## src/rtl/pipe_stage_buf.sv

```systemverilog
// Elastic pipeline stage buffer with a valid/ready handshake.
// It also supports hazard-driven flush and freeze, a configurable bubble value,
// and a saturating bubble counter for pipeline-efficiency debug.
// Optional feature macro: PIPE_STAGE_SKID_EN. When defined, it adds a one-entry
// skid register so that in_ready is registered and has no path from out_ready.
module pipe_stage_buf #(
    parameter int                DATA_W     = 64,
    parameter logic [DATA_W-1:0] BUBBLE_VAL = '0,
    parameter int                CNT_W      = 16
) (
    input  logic              clk,
    input  logic              rst,
    input  logic              flush,
    input  logic              freeze,
    input  logic              in_valid,
    output logic              in_ready,
    input  logic [DATA_W-1:0] in_data,
    output logic              out_valid,
    input  logic              out_ready,
    output logic [DATA_W-1:0] out_data,
    output logic [CNT_W-1:0]  bubble_cnt,
    input  logic              cnt_clr
);

    logic              valid_q, valid_d;
    logic [DATA_W-1:0] data_q, data_d;
    logic [CNT_W-1:0]  cnt_q, cnt_d;
    logic              in_xfer;
    logic              out_xfer;

`ifdef PIPE_STAGE_SKID_EN
    logic              skid_valid_q, skid_valid_d;
    logic [DATA_W-1:0] skid_data_q, skid_data_d;
    logic              rdy_q, rdy_d;
`endif

    // Port-level handshake: freeze masks the held entry without discarding it
    always_comb begin
        out_valid = valid_q & ~freeze;
        out_xfer  = out_valid & out_ready;
`ifdef PIPE_STAGE_SKID_EN
        in_ready  = rdy_q & ~rst & ~flush & ~freeze;
`else
        in_ready  = ~rst & ~flush & ~freeze & (~valid_q | out_ready);
`endif
        in_xfer   = in_valid & in_ready;
    end

    assign out_data   = data_q;
    assign bubble_cnt = cnt_q;

    // Next-state for the main entry (and skid entry when present); flush beats freeze
    always_comb begin
        valid_d = valid_q;
        data_d  = data_q;
`ifdef PIPE_STAGE_SKID_EN
        skid_valid_d = skid_valid_q;
        skid_data_d  = skid_data_q;
`endif
        if (flush) begin
            valid_d = 1'b0;
            data_d  = BUBBLE_VAL;
`ifdef PIPE_STAGE_SKID_EN
            skid_valid_d = 1'b0;
`endif
        end else if (!freeze) begin
`ifdef PIPE_STAGE_SKID_EN
            if (out_xfer) begin
                // Drain: refill from skid first so order is preserved.
                if (skid_valid_q) begin
                    data_d       = skid_data_q;
                    valid_d      = 1'b1;
                    skid_valid_d = 1'b0;
                end else if (in_xfer) begin
                    data_d  = in_data;
                    valid_d = 1'b1;
                end else begin
                    valid_d = 1'b0;
                end
            end else if (in_xfer) begin
                // The main entry is blocked, so the payload parks in the skid entry.
                if (valid_q) begin
                    skid_data_d  = in_data;
                    skid_valid_d = 1'b1;
                end else begin
                    data_d  = in_data;
                    valid_d = 1'b1;
                end
            end
`else
            if (in_xfer) begin
                data_d  = in_data;
                valid_d = 1'b1;
            end else if (out_xfer) begin
                valid_d = 1'b0;
            end
`endif
        end
`ifdef PIPE_STAGE_SKID_EN
        rdy_d = ~skid_valid_d;
`endif
    end

    // Bubble counter: clear has priority, otherwise saturate on port-level bubbles
    always_comb begin
        cnt_d = cnt_q;
        if (cnt_clr) begin
            cnt_d = '0;
        end else if (!out_valid && (cnt_q != {CNT_W{1'b1}})) begin
            cnt_d = cnt_q + CNT_W'(1);
        end
    end

    // State registers with synchronous reset
    always_ff @(posedge clk) begin
        if (rst) begin
            valid_q <= 1'b0;
            data_q  <= BUBBLE_VAL;
            cnt_q   <= '0;
`ifdef PIPE_STAGE_SKID_EN
            skid_valid_q <= 1'b0;
            skid_data_q  <= BUBBLE_VAL;
            rdy_q        <= 1'b1;
`endif
        end else begin
            valid_q <= valid_d;
            data_q  <= data_d;
            cnt_q   <= cnt_d;
`ifdef PIPE_STAGE_SKID_EN
            skid_valid_q <= skid_valid_d;
            skid_data_q  <= skid_data_d;
            rdy_q        <= rdy_d;
`endif
        end
    end

endmodule

```

## config.mk

```make
export PLATFORM = sky130hd
export DESIGN_NAME = pipe_stage_buf
export DESIGN_NICKNAME = d
export VERILOG_FILES = /design/src/rtl/pipe_stage_buf.sv
export SDC_FILE = /design/constraint.sdc
export NUM_CORES = 1
export LEC_CHECK = 0
export CORE_ASPECT_RATIO = 2
export CORE_UTILIZATION = 45
export CTS_BUF_LIST = sky130_fd_sc_hd__clkbuf_4
export CTS_CLUSTER_SIZE = 8
export DETAILED_ROUTE_END_ITERATION = 16
export PLACE_DENSITY_LB_ADDON = 0.3
export RECOVER_POWER = 25
export SKIP_LAST_GASP = 1
export SLEW_MARGIN = 25
export SYNTH_ARGS = -nofsm -noshare
export SYNTH_HDL_FRONTEND = slang
export SYNTH_SLANG_ARGS = --single-unit
```

## constraint.sdc

```tcl
create_clock -name clk -period 2.6 [get_ports clk]
set_input_delay 0.52 -clock clk [delete_from_list [all_inputs] [get_ports clk]]
set_output_delay 0.52 -clock clk [all_outputs]
set_load 0.03 [all_outputs]
```

==> Word level (Yosys, flattened, before mapping) <==
Cells that the tools add are included.
{ "totals": {"ff_bits": 81, "in_bits": 71, "output_inout_bits": 82, "wordCells": 25} }
{ "op_classes": {"addsub": 1, "n_eq_ne": 1, "mux": 2, "bitwise_logic": 11, "n_reduce_logical": 7} }
{ "ops": {"columns": ["op", "n"], "rows": [
  ["$add 16x1->16 const B", 1],
  ["$ne 16x16->1 const B", 1],
  ["$and 1x1->1", 6],
  ["$not 1->1", 4],
  ["$reduce_and 2->1", 2],
  ["$reduce_or 2->1", 2],
  ["$mux 1", 2],
  ["$reduce_bool 2->1", 1],
  ["$logic_and 1x1->1", 1],
  ["$logic_not 1->1", 1],
  ["$or 1x1->1", 1]
]} }

==> Logic depth before layout (Yosys ltp) <==
Gate-level depths: netlist of run 1.
{ "logic_depth": {"ltp_word": 7, "ltp_mapped": 7, "depth_no_buf": 5} }

==> Least setup slack after synthesis of run 1 <==
No wires, ideal clock.
{ "synth_path": {"kind": "input -> output", "start": "in flush", "end": "out in_ready", "arrival_ps": 1787, "required_ps": 2080, "setup_slack_ps": 293, "cell_stages": 4, "n_path_buf": 2, "cell_sequence": "or2_1 > clkbuf_1 > clkbuf_1 > nor3_1"} }
{ "synth_between": {"elab_chain_cells": 4} }
{ "synth_lines": {"columns": ["item", "line_no", "text"], "rows": [
  ["from (decl)", "13", "input logic flush,"],
  ["$not 1->1", "44", "in_ready = ~rst & ~flush & ~freeze & (~valid_q | out_ready);"],
  ["$and 1x1->1 (3 in a row)", "44", null],
  ["to (decl)", "16", "output logic in_ready,"]
]} }
No other way between the ends.

==> Final worst setup path of run 1 <==
{ "layout_path": {"start": "in freeze", "end": "out out_valid"} }
{ "layout_between": {"elab_chain_cells": 2} }
{ "layout_lines": {"columns": ["item", "line_no", "text"], "rows": [
  ["from (decl)", "14", "input logic freeze,"],
  ["$not 1->1 (no line)", null, null],
  ["$and 1x1->1", "39", "out_valid = valid_q & ~freeze;"],
  ["to (decl)", "18", "output logic out_valid,"]
]} }
No other way between the ends.

==> impl_summary.md, run 1 <==
CTS
Buffers inserted to repair hold after CTS numbered 0. The maximum root-to-sink buffer count is 2. In this run the number of H-tree levels came out at 3.

The sink count of the clock tree is 81. The clock latency on the worst-skew pair is between 400 and 500 ps. In this run the clock root is driven by a sky130_fd_sc_hd__clkbuf_4. Counting the buffers created by CTS gives 9.

Clock-pin slew was measured on the worst setup and hold paths at about 120 ps. The post-CTS setup buffer count is 0. TritonCTS built the clock tree.

Once the clock tree was built, the resizer swapped 0 gates to a different size.

Synthesis
The average cell area after synthesis is roughly 8.1 µm². The most used flip-flop cell after synthesis is sky130_fd_sc_hd__dfxtp_1. In this run the cell area of the synthesized design comes to around 0.0032 mm².

For this run, the number of Yosys warnings is 0. In this run, distinct cell masters in the synthesized netlist total 35. Synthesis inferred a little over 80 register bits. The async set-reset flop share out of synthesis is 0%. Counting every net in the synthesized netlist gives around 460.

Of the synthesized area, sequential elements account for 51.0%. Synthesis produced a netlist whose cell count is 392. The number of synthesized flops with an enable pin is 0.

Setup path
The endpoint arrival time on the critical path is ~2000 ps. In this run the critical register-to-register path is captured at bubble_cnt[13]. The class of the most critical setup path is in2out. The number of cells on the worst reg-to-reg path is 4.

STA puts the critical path data required time at around 2100 ps. In this run the critical register-to-register path is launched from bubble_cnt[3]. The worst register-to-register path has a setup slack of 630 ps. The worst setup path is captured at a primary output.

The launching element type of the critical path is an input port. Of all nets on the critical path, the largest fanout is 6.

Min path
The path class of the tightest hold or removal check is reg2reg. The startpoint of the tightest hold check path is out_data[37]. Counting instances, the worst hold path has a depth of 2.

The worst-case hold path end point is out_data[37].

GRT
The total routing resource utilization after global routing is between 20% and 30%. The total congestion overflow is 0. The number of global-route vias before repair is 3283. The maximum number of pins on one net before global-route repair is 65.

The initial antenna violation count is 1. The first global-routing pass estimated ~15000 µm of wire.

Timing
The final-report max-slew violation count is 0. The minimum clock period after layout is 2520 ps. For this run, the top clock speed supported by timing is between 300 and 400 MHz. The number of endpoints with negative hold slack in the final report is 0. Once routing completed, OpenROAD measured the worst setup slack at a little under 80 ps. The actual transition at the worst max-transition pin is between 700 and 800 ps.

Setup violations remaining at the end of the flow were counted as 0. Setup repair after global routing left no endpoint under its margin. The portion of the clock cycle consumed by the worst path in the final layout is a little over nine tenths.

On the final layout, the worst clock skew is around 20 ps. Setup total negative slack on the finished layout was measured at 0 ps. Headroom to the max-slew limit came out at about 53%.

Finish
The count of non-filler cells in the finished layout is roughly 630. The final-stage net count is about 610. Compared with the post-synthesis result, the final layout area differs by 52.6%.

In the layout the commonest cells are sky130_fd_sc_hd__nand2_1 (137), sky130_fd_sc_hd__clkdlybuf4s50_1 (130), sky130_fd_sc_hd__dfxtp_1 (81). The library cell used most frequently in the layout, excluding fill and tap cells, is sky130_fd_sc_hd__nand2_1. The post-route cell area is slightly below 0.005 mm².

The share of layout cells above drive strength 1 is roughly 5.4%. The share of the core filled with cells in the final layout is between 70% and 80%.

Power and ir drop
Dividing total power by cell area gives a power density of between 400 and 500 mW/mm². In this run the static leakage power is 1.61 nW. The maximum VDD drop is 394 µV.

Drt
For this block, the initial DRC count from the detailed router was approximately 220. After detailed routing, the number of remaining DRC violations is 0. The post-detailed-route via-to-cell ratio is around 5.3. The number of nets still failing antenna checks after routing is 0. The routed layout has 3334 vias. The average wire length per cell after detail routing is 14.8 µm. The final layout contains routed wiring with a total length of just over 9000 µm. The pre-antenna-repair detailed-routing pass consisted of 4 iterations.

Place
The estimated wirelength of the detail-placed design is 6740 µm. Routability-driven placement finished with a final weighted congestion of between 0.8 and 0.9. The post-placement cell area is between 0.004 and 0.005 mm². Input and output buffers added on the ports amount to ~150. The count of placed standard cells including taps is just over 600. The setup slack at placement is about 89 ps.

Floorplanning
The die height is around 120 µm. The die area is 0.00742 mm². Once the floorplan was initialized, standard cells occupied a little under half of the core. The die outline width is approximately 61 µm.

The core box area is roughly 0.0069 mm². The floorplan row count is 43. The number of ports placed on the die boundary is 153.

Status
The flow ran to the end, and the final reports show no timing, DRC or antenna violations.

Flow run
Across the run, the number of max-cap violations was 0.
-- cell families (layout without fill, tap and decap cells) --
group	Yosys count	after routing	synth area share (%)
simple gates	184	184	27.7
compound gates	96	96	16.5
flops	81	81	51.0
buf+inv	29	179	4.09
fa+ha+maj	1	1	0.394
mux	1	1	0.315
other cells	0	1	0
-- stage by stage --
step / hold slack (ps) / total power, mW
2_1_floorplan: 458 / 1.36
3_3_place_gp: 441 / 1.50
3_5_place_dp: 448 / 1.51
4_1_cts: 463 / 2.12
5_1_grt: 487 / 2.18
6_report: 457 / 2.09
-- layer usage --
metal	global-route usage (%)	share of wire [%]
met5	0	0
met4	16.5	4.2
met1	26.6	36
met2	45.5	54
met3	7.70	5.7
-- final cells by class --
cell class	instances	area, µm²
antenna	1	2.50
clock buffer	10	75.1
clock inverter	6	35.0
fill	576	2040
inverter	6	22.5
multi-input combinational	282	1410
sequential	81	1620
tap	90	113
timing repair buffer	157	1570
-- how the worst max path moves through the flow --
stage                     startpoint         to  depth (start not counted)
after CTS                     freeze  out_valid                          4
after global placement        freeze  out_valid                          4
final                         freeze  out_valid                          4
after detailed placement      freeze  out_valid                          4
after global routing          freeze  out_valid                          4
after floorplan                flush   in_ready                          4
-- power breakdown --
group | switching, mW | internal (mW)
sequential | 0.00595 | 1.25
clock | 0.418 | 0.200
combinational | 0.0931 | 0.125
total | 0.517 | 1.58
-- critical path, cell delays in order --
cell and delay, ps:
sky130_fd_sc_hd__clkdlybuf4s50_1 450, sky130_fd_sc_hd__or2b_4 290, sky130_fd_sc_hd__inv_1 70, sky130_fd_sc_hd__clkdlybuf4s50_1 660
-- state kept, by name (all words and copies together), names as in the netlist --
| register | cells |
|---|---|
| valid_q | 1 |
| out_data | 64 |
| bubble_cnt | 16 |
-- Yosys cell counts (3+ instances only) --
cell type / number / share of area [%]
sky130_fd_sc_hd__buf_2: 13 / 2.0
sky130_fd_sc_hd__nand2_1: 137 / 16
sky130_fd_sc_hd__o31ai_1: 7 / 1.7
sky130_fd_sc_hd__or4_1: 6 / 1.4
sky130_fd_sc_hd__and2_1: 3 / 0.59
sky130_fd_sc_hd__or3_1: 6 / 1.2
sky130_fd_sc_hd__o41ai_1: 4 / 1.1
sky130_fd_sc_hd__nand3_1: 6 / 0.94
sky130_fd_sc_hd__dfxtp_1: 81 / 51
sky130_fd_sc_hd__o21ai_0: 5 / 0.79
sky130_fd_sc_hd__or4_2: 3 / 0.83
sky130_fd_sc_hd__clkbuf_1: 9 / 1.1
sky130_fd_sc_hd__a21oi_1: 77 / 12
sky130_fd_sc_hd__inv_1: 6 / 0.71
sky130_fd_sc_hd__nand4_1: 5 / 0.98
sky130_fd_sc_hd__o311ai_0: 3 / 0.83
sky130_fd_sc_hd__and4_1: 3 / 0.83
Power figures use the tool's default switching activity.
==> run 2, diff against run 1 <==
--- a/config.mk
+++ b/config.mk
@@ -6,7 +6,7 @@
 export NUM_CORES = 1
 export LEC_CHECK = 0
 export CORE_ASPECT_RATIO = 2
-export CORE_UTILIZATION = 45
+export CORE_UTILIZATION = 42
 export CTS_BUF_LIST = sky130_fd_sc_hd__clkbuf_4
 export CTS_CLUSTER_SIZE = 8
 export DETAILED_ROUTE_END_ITERATION = 16
==> constraint.sdc (replaced) <==
create_clock -name clk -period 2.8 [get_ports clk]
set_input_delay 0.56 -clock clk [delete_from_list [all_inputs] [get_ports clk]]
set_output_delay 0.56 -clock clk [all_outputs]
set_load 0.03 [all_outputs]
==> run 2 against run 1 <==
  * Final cell count grew 0.32%
  * Sequential power decreased by 7%
  * Largest power group unchanged
  * Design area is 1.0% higher
==> impl_summary.md, run 2 (synthesis results as in run 1) <==
CTS
The TritonCTS clock tree is yes (unchanged). The sink count of the clock tree came to 81 (unchanged). The number of buffers inserted for hold repair after clock tree synthesis is 0 (unchanged). The post-cts resize count is 0 (unchanged). The clock-pin slew reported for the worst setup and hold paths after clock tree synthesis came to 110 ps (was 120 ps).

The library cell used as clock root buffer is sky130_fd_sc_hd__clkbuf_4 (unchanged). The clock latency on the worst-skew pair is 440 ps (was 420 ps). The maximum root-to-sink buffer count was 2 (unchanged). The post-CTS setup buffer count was 0 (unchanged).

The number of buffers created by CTS is 9 (unchanged). The H-tree depth reported by CTS was 3 (unchanged).

Drt
The first-pass iteration count of the detailed router came to 4 (unchanged). The total via count in the routed design is 3321 (was 3334). The post-detailed-route via-to-cell ratio was 5.23 (was 5.27).

The number of remaining DRC errors is 0 (unchanged). The average wire length per cell after detail routing came to 14.6 µm (was 14.8 µm). The number of nets still failing antenna checks after routing is 0 (unchanged). The DRC marker count from the first detailed-route iteration came to 187 (was 222). The total length of routed wires is 9260 µm (was 9350 µm).

GRT
The total routing resource utilization after global routing is 24.3% (was 26.5%). The total congestion overflow was 0 (unchanged). The maximum number of pins on one net before global-route repair came to 57 (was 65). The number of global-route vias before repair is 3272 (was 3283). The wire length of the first global-routing pass is 15200 µm (was 14700 µm). The initial antenna violation count is 0 (was 1).

Timing
The final-report max-slew violation count is 0 (unchanged). The minimum clock period after layout is about 2700 ps. The final hold slack is 458 ps (was 457 ps). Timing would allow up to approximately 380 MHz.

The headroom to the max-slew limit was 17.4% (was 53.1%). The final setup TNS is 0 ps (unchanged). Setup repair after global routing missed its margin: no (unchanged).

The number of endpoints with negative hold slack in the final report came to 0 (unchanged). The portion of the clock cycle consumed by the worst path in the final layout is roughly 95%. The final setup violation count came to 0 (unchanged). The clock skew after layout came to 12.5 ps (was 19.6 ps).

The actual transition at the worst max-transition pin is 1230 ps (was 704 ps).

Finish
Commonest cells after routing, fill and taps aside: sky130_fd_sc_hd__nand2_1 (137), sky130_fd_sc_hd__clkdlybuf4s50_1 (134), sky130_fd_sc_hd__dfxtp_1 (81) (was sky130_fd_sc_hd__nand2_1 (137), sky130_fd_sc_hd__clkdlybuf4s50_1 (130), sky130_fd_sc_hd__dfxtp_1 (81)). The antenna cell count was 0 (was 1). The post-synthesis to final-layout area growth was 54.1% (was 52.6%).

The final-stage net count is 611 (was 609). The filler cell count in the final layout came to 613 (was 576). The leading cell type in the layout, fill and taps excluded is sky130_fd_sc_hd__nand2_1 (unchanged).

The count of non-filler cells in the finished layout is 635 (was 633). The share of the core filled with cells in the final layout is 67.4% (was 70.4%). The share of layout cells above drive strength 1 is 5.52% (was 5.35%). The flip-flop count of the largest register after layout came to 64 (unchanged).

Power and ir drop
The maximum VDD drop came to 405 µV (was 394 µV). The total power divided by cell area is 416 mW/mm² (was 432 mW/mm²). The leakage power figure is 1.62 nW (was 1.61 nW). The overall power of the completed layout is 2.04 mW (was 2.09 mW).

Setup path
The sort of element at the end of the critical path is a primary output (unchanged). The biggest fanout along the worst timing path is 6 (unchanged). The data required time at the worst endpoint is 2240 ps (was 2080 ps). The class of the most critical setup path is in2out (unchanged). The launch point of the worst path is freeze (unchanged). The endpoint arrival time on the critical path is 2100 ps (was 2000 ps). The worst reg2reg path startpoint is bubble_cnt[8] (was bubble_cnt[3]). The launching element type of the critical path is an input port (unchanged).

Floorplanning
The die outline width is 63.5 µm (was 61.4 µm). The number of ports placed on the die boundary was 153 (unchanged). The die height is 125 µm (was 121 µm). The starting density of the core is 43.7% (was 46.1%).

The die area is 0.00794 mm² (was 0.00742 mm²). The floorplan row count is 44 (was 43). The core box area is 0.00727 mm² (was 0.00689 mm²).

Place
The estimated wirelength of the detail-placed design was 6710 µm (was 6740 µm). The count of port buffers added during placement is 152 (unchanged). The count of placed standard cells including taps is 620 (was 616). The routability congestion estimate from global placement was 0.824 (was 0.845).

Min path
The startpoint of the tightest hold check path is out_data[57] (was out_data[37]). The path type of the worst min-delay path is reg2reg (unchanged).

Flow run
The max-capacitance violation count was 0 (unchanged).

Status
Status: finished clean (unchanged).
run 2: final timing paths:
kind                    to  slack, ps  depth (start not counted)
max              out_valid        140                          4
min           out_data[57]        460                          2
max reg2reg  bubble_cnt[0]        530                          4
min reg2reg   out_data[57]        460                          2
run 2: critical path, stage by stage:
cell and delay [ps]:
sky130_fd_sc_hd__clkdlybuf4s50_1 450, sky130_fd_sc_hd__or2b_4 290, sky130_fd_sc_hd__inv_1 110, sky130_fd_sc_hd__clkdlybuf4s50_1 680
run 2: where the power goes:
part | total, mW | switching (mW) | internal (mW)
sequential | 1.17 | 0.00551 | 1.16
clock | 0.661 | 0.398 | 0.263
combinational | 0.207 | 0.0874 | 0.120
total | 2.04 | 0.491 | 1.54
run 2: stage by stage:
stage | worst slack (ps) | cell area, µm²
after CTS | 129 | 4920
after floorplan | 413 | 3180
final | 140 | 4900
after detailed placement | 138 | 4800
after global routing | 79.8 | 4900
after global placement | 162 | 4800
run 2: layer usage:
metal,wire [µm],track usage [%],part of all wire [%],vias to the layer above
met3,625,7.66,6.8,28
li1,-,-,-,1639
met2,4850,42.1,52,138
met5,0,0,0,-
met4,395,16.7,4.3,0
met1,3390,24.0,37,1516
run 2: final cells by class:
type	count	area [µm²]	area share (%)
sequential	81	1620	33.1
timing repair buffer	159	1610	32.8
multi-input combinational	282	1410	28.7
tap	92	115	2.35
clock buffer	9	67.6	1.38
clock inverter	6	60.1	1.23
inverter	6	22.5	0.460
==> run 3, diff against run 2 <==
--- a/config.mk
+++ b/config.mk
@@ -6,7 +6,7 @@
 export NUM_CORES = 1
 export LEC_CHECK = 0
 export CORE_ASPECT_RATIO = 2
-export CORE_UTILIZATION = 42
+export CORE_UTILIZATION = 25
 export CTS_BUF_LIST = sky130_fd_sc_hd__clkbuf_4
 export CTS_CLUSTER_SIZE = 8
 export DETAILED_ROUTE_END_ITERATION = 16
==> run 3 against run 2 <==
  * Register-to-register slack worse by 60 ps
  * Core utilization fell by 27 points
  * Clock skew about the same
  * Combinational power barely moved
  * Power rose by 0.27%
  * Design area rose by 0.97%
  * Worst setup slack worse by 31 ps
  * Final cell count is 8.5% higher
  * Clock-buffer cell count unchanged
  * Largest cell class unchanged
  * Highest routed layer unchanged
==> impl_summary.md, run 3 (synthesis results as in run 1) <==
Status
Status: finished clean (unchanged).

CTS
The maximum root-to-sink buffer count was 2 (unchanged). The number of buffers created by CTS is 9 (unchanged). The H-tree depth reported by CTS is 3 (unchanged). The sink count of the clock tree is 81 (unchanged). The post-cts resize count is 0 (unchanged). The number of buffers inserted for hold repair after clock tree synthesis is 0 (unchanged). The TritonCTS clock tree is yes (unchanged). The library cell used as clock root buffer is sky130_fd_sc_hd__clkbuf_4 (unchanged). The clock-pin slew reported for the worst setup and hold paths after clock tree synthesis is 130 ps (was 110 ps).

The clock latency on the worst-skew pair is 410 ps (was 440 ps). The post-CTS setup buffer count is 0 (unchanged).

Timing
The headroom to the max-slew limit is 24.2% (was 17.4%). The actual transition at the worst max-transition pin came to 1130 ps (was 1230 ps). The portion of the clock cycle consumed by the worst path in the final layout is 96.1% (was 95.0%). The peak clock frequency supported by timing is 372 MHz (was 376 MHz). Setup repair after global routing missed its margin: no (unchanged). The number of endpoints with negative hold slack in the final report is 0 (unchanged).

The final hold slack is 457 ps (was 458 ps). The final setup TNS is 0 ps (unchanged). The final-report max-slew violation count came to 0 (unchanged). The minimum clock period after layout is 2690 ps (was 2660 ps).

The final setup violation count is 0 (unchanged). The clock skew after layout is 12.9 ps (was 12.5 ps).

Setup path
The most frequent cell on the critical path was sky130_fd_sc_hd__clkdlybuf4s50_1 (unchanged). The data required time at the worst endpoint came to 2240 ps (about the same). The largest stage delay on the critical path was 680 ps (about the same).

The class of the most critical setup path is in2out (unchanged). Ordered cell list for the critical path: clkdlybuf4s50_1 > or2b_4 > inv_1 > clkdlybuf4s50_1 (unchanged). The launching element type of the critical path was an input port (unchanged). The kind of cell adding the most delay to the critical path is buffers and inverters (unchanged). The cell type of the slowest stage on the worst timing path is sky130_fd_sc_hd__clkdlybuf4s50_1 (unchanged). The count of buffering cells on the critical path with inverters included is 3 (unchanged). The biggest fanout along the worst timing path is 6 (unchanged). The sort of element at the end of the critical path is a primary output (unchanged). The endpoint arrival time on the critical path is 2130 ps (was 2100 ps).

GRT
The number of global-route vias before repair came to 3250 (was 3272). The total congestion overflow is 0 (unchanged). The total routing resource utilization after global routing came to 16.2% (was 24.3%). The maximum number of pins on one net before global-route repair is 59 (was 57). The initial antenna violation count is 1 (was 0). The wire length of the first global-routing pass came to 16000 µm (was 15200 µm).

Place
The count of port buffers added during placement was 152 (unchanged). The routability congestion estimate from global placement came to 0.867 (was 0.824). The estimated wirelength of the detail-placed design is 7610 µm (was 6710 µm).

Floorplanning
The number of ports placed on the die boundary came to 153 (unchanged). The starting density of the core is 25.9% (was 43.7%). The floorplan row count is 57 (was 44).

The core box area is 0.0123 mm² (was 0.00727 mm²). The die area is 0.0132 mm² (was 0.00794 mm²). The die outline width is 81.7 µm (was 63.5 µm). The die height is 161 µm (was 125 µm).

Drt
The average wire length per cell after detail routing is 15.0 µm (was 14.6 µm). The total via count in the routed design is 3272 (was 3321). The total length of routed wires is 10300 µm (was 9260 µm).

The first-pass iteration count of the detailed router was 4 (unchanged). The number of remaining DRC errors is 0 (unchanged). The post-detailed-route via-to-cell ratio is 4.75 (was 5.23).

The number of nets still failing antenna checks after routing is 0 (unchanged). The DRC marker count from the first detailed-route iteration was 110 (was 187).

Min path
The path type of the worst min-delay path is reg2reg (unchanged).

Finish
The leading cell type in the layout, fill and taps excluded is sky130_fd_sc_hd__nand2_1 (unchanged). The share of the core filled with cells in the final layout is 40.3% (was 67.4%). Commonest cells after routing, fill and taps aside: sky130_fd_sc_hd__nand2_1 (137), sky130_fd_sc_hd__clkdlybuf4s50_1 (133), sky130_fd_sc_hd__dfxtp_1 (81) (was sky130_fd_sc_hd__nand2_1 (137), sky130_fd_sc_hd__clkdlybuf4s50_1 (134), sky130_fd_sc_hd__dfxtp_1 (81)).

The share of layout cells above drive strength 1 is 5.55% (was 5.52%). The flip-flop count of the largest register after layout is 64 (unchanged). The final-stage net count is 609 (was 611). The post-synthesis to final-layout area growth came to 55.6% (was 54.1%).

Power and ir drop
The total power divided by cell area is 413 mW/mm² (was 416 mW/mm²). The overall power of the completed layout was 2.04 mW (about the same). The leakage power figure is 1.61 nW (was 1.62 nW). The maximum VDD drop came to 211 µV (was 405 µV).

Flow run
The max-capacitance violation count is 0 (unchanged).
==> run 3: cell count changes in the layout (fill, tap and decap cells not counted), sizes merged <==
cell / previous run / this run
diode: 0 / 1
dlygate4sd3: 17 / 18
clkdlybuf4s50: 134 / 133
clkinvlp: 1 / 2
buf: 7 / 6
clkbuf: 10 / 9
clkinv: 4 / 3
==> run 3: where the power goes <==
part	total (mW)	leakage [nW]	internal (mW)	switching, mW
clock	0.666	0.0676	0.263	0.403
sequential	1.17	0.653	1.16	0.00551
combinational	0.208	0.893	0.118	0.0892
total	2.04	1.61	1.54	0.498
==> run 3: final cells by class <==
cell class	count	area, µm²
fillers	1246	7320
flip-flops and latches	81	1620
repair buffers	157	1580
multi-input cells	282	1410
well taps	147	184
clock buffers	9	67.6
clock inverters	6	60.1
inverters	6	22.5
diodes	1	2.50
==> run 3: stage by stage <==
stage          std cells  setup WS [ps]  area [µm²]
4_1_cts              688            116        4960
6_report             689            109        4950
2_1_floorplan        392            413        3180
5_1_grt              689           70.3        4950
3_5_place_dp         673            120        4840
3_3_place_gp         673            133        4840
==> run 3: path summary, 6_finish.rpt <==
path,startpoint,end,slack [ps],depth (start not counted)
min reg2reg,out_data[24],out_data[24],460,2
max,freeze,out_valid,110,4
max reg2reg,bubble_cnt[9],bubble_cnt[3],470,4
min,out_data[24],out_data[24],460,2
==> run 3: per-layer routing <==
layer	vias to the layer above	global-route usage, %	routed length (µm)
met2	109	30.1	5780
met3	25	4.29	545
met4	0	9.57	429
met1	1509	15.0	3560
li1	1629	-	-
met5	-	0	0
==> run 3: worst min-delay path: stages (launching register included) <==
cell and delay [ps]:
sky130_fd_sc_hd__dfxtp_1 330, sky130_fd_sc_hd__nand2_1 50, sky130_fd_sc_hd__a21oi_1 50
